<file path="config.mk">
export PLATFORM = sky130hd
export DESIGN_NAME = imem_loader
export DESIGN_NICKNAME = d
export VERILOG_FILES = /design/src/rtl/imem_loader.sv
export SDC_FILE = /design/constraint.sdc
export NUM_CORES = 1
export LEC_CHECK = 0
export CAP_MARGIN = 30
export CORE_ASPECT_RATIO = 1.1
export CORE_UTILIZATION = 30
export CTS_CLUSTER_SIZE = 14
export DETAILED_ROUTE_END_ITERATION = 7
export HOLD_SLACK_MARGIN = 0.05
export PLACE_DENSITY = 0.48
export SYNTH_ARGS = -nofsm -noshare
export SYNTH_HDL_FRONTEND = slang
export SYNTH_SLANG_ARGS = --single-unit
export TNS_END_PERCENT = 30
</file>
<file path="constraint.sdc">
create_clock -name clk -period 4.12 [get_ports clk]
set_clock_uncertainty 0.1 [all_clocks]
set_input_delay 0.824 -clock clk [delete_from_list [all_inputs] [get_ports clk]]
set_output_delay 0.824 -clock clk [all_outputs]
set_load 0.005 [all_outputs]
</file>
<file path="src/rtl/imem_loader.sv">
// imem_loader: streams a length-prefixed big-endian byte image into the instruction memory write port; define IMEM_LOADER_CHECKSUM_EN for a trailing XOR checksum byte
module imem_loader #(
  parameter int ADDR_W = 10,
  parameter int MAX_WORDS = 1024
) (
  input  logic              clk,
  input  logic              reset,
  input  logic              start,
  input  logic [7:0]        byteIn,
  input  logic              byteValid,
  output logic              byteReady,
  output logic              regWE,
  output logic [ADDR_W-1:0] Addr,
  output logic [31:0]       DataIn,
  output logic              busy,
  output logic              done,
  output logic              error
);
  typedef enum logic [2:0] {
    IDLE,
    LEN_HI,
    LEN_LO,
    WORD,
    WRITE,
`ifdef IMEM_LOADER_CHECKSUM_EN
    CHECK,
`endif
    DONE,
    ERR
  } state_t;
  localparam logic [16:0] MAX_L = 17'(MAX_WORDS);
  state_t state_q, state_d;
  logic [15:0] len_q, len_d, cnt_q, cnt_d;
  logic [1:0] idx_q, idx_d;
  logic [23:0] asm_q, asm_d;
  logic [ADDR_W-1:0] addr_q, addr_d;
  logic [31:0] data_q, data_d;
  logic we_q, we_d, ready_q, ready_d, busy_q, busy_d, done_q, done_d, err_q, err_d;
  logic acc, last;
  logic [16:0] n_len;
`ifdef IMEM_LOADER_CHECKSUM_EN
  logic [7:0] csum_q, csum_d;
`endif
  assign acc = byteValid && ready_q;
  assign last = (cnt_q + 16'd1) == len_q;
  assign n_len = {1'b0, len_q[15:8], byteIn};
  // next-state logic; the status outputs are derived from the next state so they register in step with it
  always_comb begin
    state_d = state_q;
    len_d = len_q;
    cnt_d = cnt_q;
    idx_d = idx_q;
    asm_d = asm_q;
    addr_d = addr_q;
    data_d = data_q;
    we_d = 1'b0;
`ifdef IMEM_LOADER_CHECKSUM_EN
    csum_d = csum_q;
`endif
    case (state_q)
      IDLE, DONE, ERR: if (start) begin
        state_d = LEN_HI;
        addr_d = '0;
        cnt_d = '0;
      end
      LEN_HI: if (acc) begin
        len_d = {byteIn, len_q[7:0]};
        state_d = LEN_LO;
      end
      LEN_LO: if (acc) begin
        len_d = n_len[15:0];
        idx_d = 2'd0;
`ifdef IMEM_LOADER_CHECKSUM_EN
        csum_d = 8'd0;
`endif
        state_d = (n_len == 17'd0 || n_len > MAX_L) ? ERR : WORD;
      end
      WORD: if (acc) begin
        asm_d = {asm_q[15:0], byteIn};
        idx_d = idx_q + 2'd1;
`ifdef IMEM_LOADER_CHECKSUM_EN
        csum_d = csum_q ^ byteIn;
`endif
        if (idx_q == 2'd3) begin
          we_d = 1'b1;
          data_d = {asm_q, byteIn};
          state_d = WRITE;
        end
      end
      WRITE: begin
        addr_d = addr_q + ADDR_W'(1);
        cnt_d = cnt_q + 16'd1;
`ifdef IMEM_LOADER_CHECKSUM_EN
        state_d = last ? CHECK : WORD;
`else
        state_d = last ? DONE : WORD;
`endif
      end
`ifdef IMEM_LOADER_CHECKSUM_EN
      CHECK: if (acc) state_d = (byteIn == csum_q) ? DONE : ERR;
`endif
      default: state_d = IDLE;
    endcase
`ifdef IMEM_LOADER_CHECKSUM_EN
    ready_d = state_d inside {LEN_HI, LEN_LO, WORD, CHECK};
`else
    ready_d = state_d inside {LEN_HI, LEN_LO, WORD};
`endif
    busy_d = !(state_d inside {IDLE, DONE, ERR});
    done_d = state_d == DONE;
    err_d = state_d == ERR;
  end
  // state and registered outputs; reset discards any partially assembled word
  always_ff @(posedge clk or posedge reset) begin
    if (reset) begin
      state_q <= IDLE;
      len_q <= '0;
      cnt_q <= '0;
      idx_q <= '0;
      asm_q <= '0;
      addr_q <= '0;
      data_q <= '0;
      we_q <= 1'b0;
      ready_q <= 1'b0;
      busy_q <= 1'b0;
      done_q <= 1'b0;
      err_q <= 1'b0;
`ifdef IMEM_LOADER_CHECKSUM_EN
      csum_q <= '0;
`endif
    end else begin
      state_q <= state_d;
      len_q <= len_d;
      cnt_q <= cnt_d;
      idx_q <= idx_d;
      asm_q <= asm_d;
      addr_q <= addr_d;
      data_q <= data_d;
      we_q <= we_d;
      ready_q <= ready_d;
      busy_q <= busy_d;
      done_q <= done_d;
      err_q <= err_d;
`ifdef IMEM_LOADER_CHECKSUM_EN
      csum_q <= csum_d;
`endif
    end
  end
  assign byteReady = ready_q;
  assign regWE = we_q;
  assign Addr = addr_q;
  assign DataIn = data_q;
  assign busy = busy_q;
  assign done = done_q;
  assign error = err_q;
endmodule

</file>
* Yosys cells after proc, flatten, opt, wreduce, memory -nomap -nowiden
Index checks and enable logic that the tools add are counted.
** Word-level totals
- Register bits :: 108
- Latch bits :: 0
- Bits in writable memories :: 0
- ROM bits :: 0
- Input bits :: 12
- Memories kept :: 0
** Operators by class
- Add/subtract/negate cells :: 3
- $mul :: 0
- Div/mod/pow operators :: 0
- $lt $le $gt $ge :: 1
- Eq/ne operators :: 16
- Shift operators :: 0
- Muxes and demuxes :: 21
- Bitwise gates (word level) :: 2
- Reduce and logical (&&, ||, !) cells :: 17
** Operators with widths (number)
- 16-bit case mux with 2 select lines :: 2
- 16-bit two-way mux :: 2
- 3-bit two-way mux :: 7
- 10-bit case mux with 2 select lines :: 1
- 17-bit zero test :: 1
- 16-bit by 1-bit adder with 16-bit output (second input constant) :: 1
- 16-bit equality test :: 1
- 16-bit by 11-bit > comparator with 1-bit output (second input constant) :: 1
- 3-bit equality test (second input constant) :: 5
- 3-bit case mux with 5 select lines :: 1
- 3-bit by 2-bit equality test with 1-bit output (second input constant) :: 4
- 3-bit AND reduction :: 4
- 10-bit by 1-bit adder with 10-bit output (second input constant) :: 1
- 10-bit two-way mux :: 1
- 8-bit two-way mux :: 1
- 3-bit by 1-bit equality test with 1-bit output (second input constant) :: 2
- 3-bit zero test :: 2
- 2-bit inequality test (second input constant) :: 3
- 3-bit nonzero test :: 2
- 2-bit two-way mux :: 2
- 2-bit case mux with 2 select lines :: 1
- 2-bit AND reduction :: 2
- 2-bit nonzero test :: 2
- 1-bit two-way mux :: 3
- 7 further kinds :: 8

* Depth between registers and ports, before layout
- Depth after elaboration :: 8
- Gate-level depth with buffers :: 9
- Mapped depth without buffers :: 8

* Least setup slack after synthesis
Ideal clock, no wire load.
- Kind :: input to register
- From :: input port byteValid
- To :: register err_q, in the netlist error
- Setup time :: 0.120 ns
- Arrival :: 2.215 ns
- Required time :: 3.900 ns
- Setup slack :: 1.685 ns
- Stages on the path :: 7
- Path buffers :: 1
- Cells stage by stage :: and2_1 buf_1 nand4_1 clkinv_1 a211oi_1 o41ai_4 and3b_1
** Between the ends
- Cells in the longest elaborated chain, start to end :: 4
- Elaborated cells between the ends (all ways) :: 6
- Classes of those cells :: 1 x eq/ne; 4 x mux; 1 x reduce/logical
** RTL lines
- start: declaration :: line 10 : input logic byteValid,
- 1-bit logical AND * :: line 44 : assign acc = byteValid && ready_q;
- 3-bit two-way mux, on equally long branches :: line 78, 66, 70
- 3-bit case mux with 5 select lines * :: line 60 : case (state_q)
- via state_d[2] :: line 32 : state_t state_q, state_d;
- 3-bit equality test * :: line 111 : err_d = state_d == ERR;
- via err_d :: line 38 : logic we_q, we_d, ready_q, ready_d, busy_q, busy_d, done_q, done_d, err_q, err_d;
- end signal: assignment :: line 143 : err_q <= err_d;
- end: declaration :: line 38
The timed path passes the listed nets; every way through them passes the cells marked *.
A chain may end at the register's enable or synchronous reset.

* Final worst setup path
- From :: input port byteIn[0]
- To :: register err_q, in the netlist error
** Between the ends
- Cells in the longest elaborated chain, start to end :: 6
- Elaborated cells between the ends (all ways) :: 7
- Classes of those cells :: 1 x order compare; 1 x eq/ne; 3 x mux; 2 x reduce/logical
** RTL lines
- start: declaration :: line 9 : input logic [7:0] byteIn,
- 16-bit by 11-bit > comparator with 1-bit output / 17-bit zero test (equally long branches) :: line 76 : state_d = (n_len == 17'd0 || n_len > MAX_L) ? ERR : WORD;
- 1-bit logical OR * :: line 76
- 3-bit two-way mux * :: line 76
- 3-bit two-way mux * :: line 70 : LEN_LO: if (acc) begin
- 3-bit case mux with 5 select lines * :: line 60
- via state_d[2] :: line 32
- 3-bit equality test * :: line 111
- via err_d :: line 38
Marked as above.

==> run summary <==
first-pass GRT wire length = 19.8 mm
post-CTS setup buffers = 0
count of final setup violators = 0
Root Driver = clkbuf_16
maximum clock path buffer count = 2
via/cell ratio = 4.91
Worst R2R End = error$_DFF_PP0_
n_diodes = 0
fill count = 1631
synthesized area = 0.00507 sq mm
Slew Limit Headroom = 0.553
critical path launch point type = input pin
R2R setup slack = 1.41 ns
synthesis-to-layout area growth = 21.7%
GPL Wtd Cong = 0.764
core box area = 0.0164 sq mm
setup_tns = 0 ns
Worst Tran Pin Value = 0.671 ns
CTS H-tree depth = 3
Antenna Nets Post-Route = 0
Seq/Total Area, Yosys = 0.533
pre-CTS setup slack = 0.925 ns
final wirelength = 11.8 mm
WL/cell = 16.0 um
Post-Synthesis Cells = 481
post-route cell area = 0.00617 sq mm
leakage power = 0.00275 uW
critical path endpoint category = flip-flop
unique cell type count in the Yosys netlist = 54
DRT iter0 DRCs = 201
most common cell in the netlist = dfrtp_1
R2R cell count = 8
die area = 0.0174 sq mm
maxcap violations = 0
chip height = 138 um
clk slew on worst S/H paths = 0.08 ns
reg2reg start = cnt_q[0]$_DFFE_PP0P_
1st-pass router iterations = 4
Initial Util = 0.309
Post-synth top cells = dfrtp_1, nand2_1, mux2_2
largest net degree at the start of global routing = 56
Port Buffers = 58
Placed Area = 0.00586 sq mm
final net count = 546
initial antenna violation count = 0
Syn. warnings = 0
unrepaired setup endpoints after global routing = false
Critical Path End = error$_DFF_PP0_
post-DP HPWL = 7.93 mm
Reg area = 0.00270 sq mm
crit path kind = input pin to flip-flop
Multi-input gate area = 0.00225 sq mm
flop and latch count out of synthesis = 108
# clock sinks = 108
Worst Setup SP = byteIn[0]
PostCTS Resize Cnt = 0
top post-synthesis cells by area = dfrtp_1, mux2_2, nand2_1
clk_lat worst skew = 0.36 ns
Worst Path Arrival = 2.93 ns
mean area per synthesized cell = 10.5 sq um
number of synthesized flops with an enable pin = 0
Slew Limit Fails = 0
CTS tree = done
GRT Overall Usage = 0.145
CP required = 4.27 ns
ys async rst share = 1.00
Pwr Density = 620 mW/mm^2
worst min path class = flip-flop to flip-flop
Fin. Hold Viols = 0
remaining global-route overflow = 0
peak supply drop = 0.311 mV
layout cells sized above 1 = 0.168
final core occ = 0.376
post-route setup slack = 1.34 ns
most area-hungry cell type in the Yosys netlist = dfrtp_1
top_reg_cell synth = dfrtp_1
number of primary I/O pins = 59
Tmin final = 2.78 ns
Max FO, Critical Path = 5
Die Wd = 126 um
DRC Markers = 0
Max Fclk = 360 MHz
crit share post-route = 0.675
number of global-route vias before repair = 3685
CTS Buf Count = 9
status = completed
Yosys top cell area share = 0.533
syn nets = 496
Hold Buf Count CTS = 0
vias = 3634
std cell rows = 49
[worst min-delay path by stage]
stage | to | start | slack (ns) | depth (start not counted)
after floorplan | DataIn[24]$_DFFE_PP0P_ | asm_q[16]$_DFFE_PP0P_ | 0.33 | 2
after global placement | DataIn[31]$_DFFE_PP0P_ | asm_q[23]$_DFFE_PP0P_ | 0.35 | 2
after detailed placement | DataIn[25]$_DFFE_PP0P_ | asm_q[17]$_DFFE_PP0P_ | 0.36 | 2
after CTS | DataIn[31]$_DFFE_PP0P_ | asm_q[23]$_DFFE_PP0P_ | 0.37 | 2
after global routing | DataIn[27]$_DFFE_PP0P_ | asm_q[19]$_DFFE_PP0P_ | 0.40 | 2
final | DataIn[24]$_DFFE_PP0P_ | asm_q[16]$_DFFE_PP0P_ | 0.37 | 2
[cells in the final DEF (no fill, tap or decap), types with 2 or more instances in the layout]
cell,synthesis,routed
a21oi_1,11,11
a22o_1,2,2
a31o_2,10,10
and2_1,4,4
and3_1,3,3
and4_1,2,2
buf_4,3,5
clkbuf_16,0,9
clkdlybuf4s50_1,0,58
dfrtp_1,108,108
ha_1,3,3
inv_1,3,2
inv_6,0,2
mux2_2,40,40
nand2_1,99,99
nand2_2,2,2
nand3_1,12,12
nand4_1,6,6
nand4b_1,2,2
nor2_1,24,24
nor2b_1,9,9
nor3_1,5,5
nor3_2,2,2
nor4_1,3,2
nor4_2,1,2
nor4_4,2,2
o21a_1,2,2
o21ai_0,38,38
o21bai_1,2,2
o22ai_1,2,2
o31ai_1,6,6
xnor2_1,18,18
xor2_1,14,14
[stage by stage]
stage | std cells | power, uW | hold WS, ns
finish | 740 | 3820 | 0.373
global route | 740 | 4090 | 0.404
CTS | 740 | 3880 | 0.373
detailed placement | 724 | 2940 | 0.356
global placement | 724 | 2930 | 0.348
floorplan | 481 | 2450 | 0.333
[report_power, final]
part	internal, uW	switching [uW]
clock	486	430
combinational	679	521
sequential	1400	307
[cell families (layout without fill, tap and decap cells)]
group,Yosys count,in the layout,synth area share
adders and majority gates,3,3,0.00740
and+or+nand+nor,187,187,0.185
muxes,40,40,0.0888
buffers and inverters,29,84,0.0249
AOI/OAI and AO/OA,82,82,0.106
DFF,108,108,0.533
xor gates and xnor gates,32,32,0.0553
[worst max-delay path, cell delays in order]
cell,delay [ns]
clkdlybuf4s50_1,0.50
nor4_1,0.41
nand3_1,0.14
xor2_1,0.16
nand3_1,0.12
a211oi_1,0.38
o41ai_4,0.18
and3b_1,0.21
[registers in the layout, indices dropped and copies added (netlist names)]
| register | cells |
|---|---|
| Addr | 10 |
| DataIn | 32 |
| asm_q | 24 |
| busy | 1 |
| byteReady | 1 |
| cnt_q | 16 |
| done | 1 |
| error | 1 |
| idx_q | 2 |
| len_q | 16 |
| regWE | 1 |
| state_q | 3 |
[per-layer routing]
metal,track usage,routed length (um),share of wire
met4,0.0552,191,0.016
met5,0,0,0
met3,0.0279,390,0.033
met2,0.232,5640,0.48
met1,0.193,5580,0.47
[final cells by class]
type | count | area share
Clock buffer | 10 | 0.0371
Clock inverter | 6 | 0.0134
Inverter | 4 | 0.00284
Tap cell | 204 | 0.0414
Timing Repair Buffer | 64 | 0.103
Sequential cell | 108 | 0.438
Multi-Input combinational cell | 344 | 0.364
No activity file was read; power rests on OpenSTA's default activity.
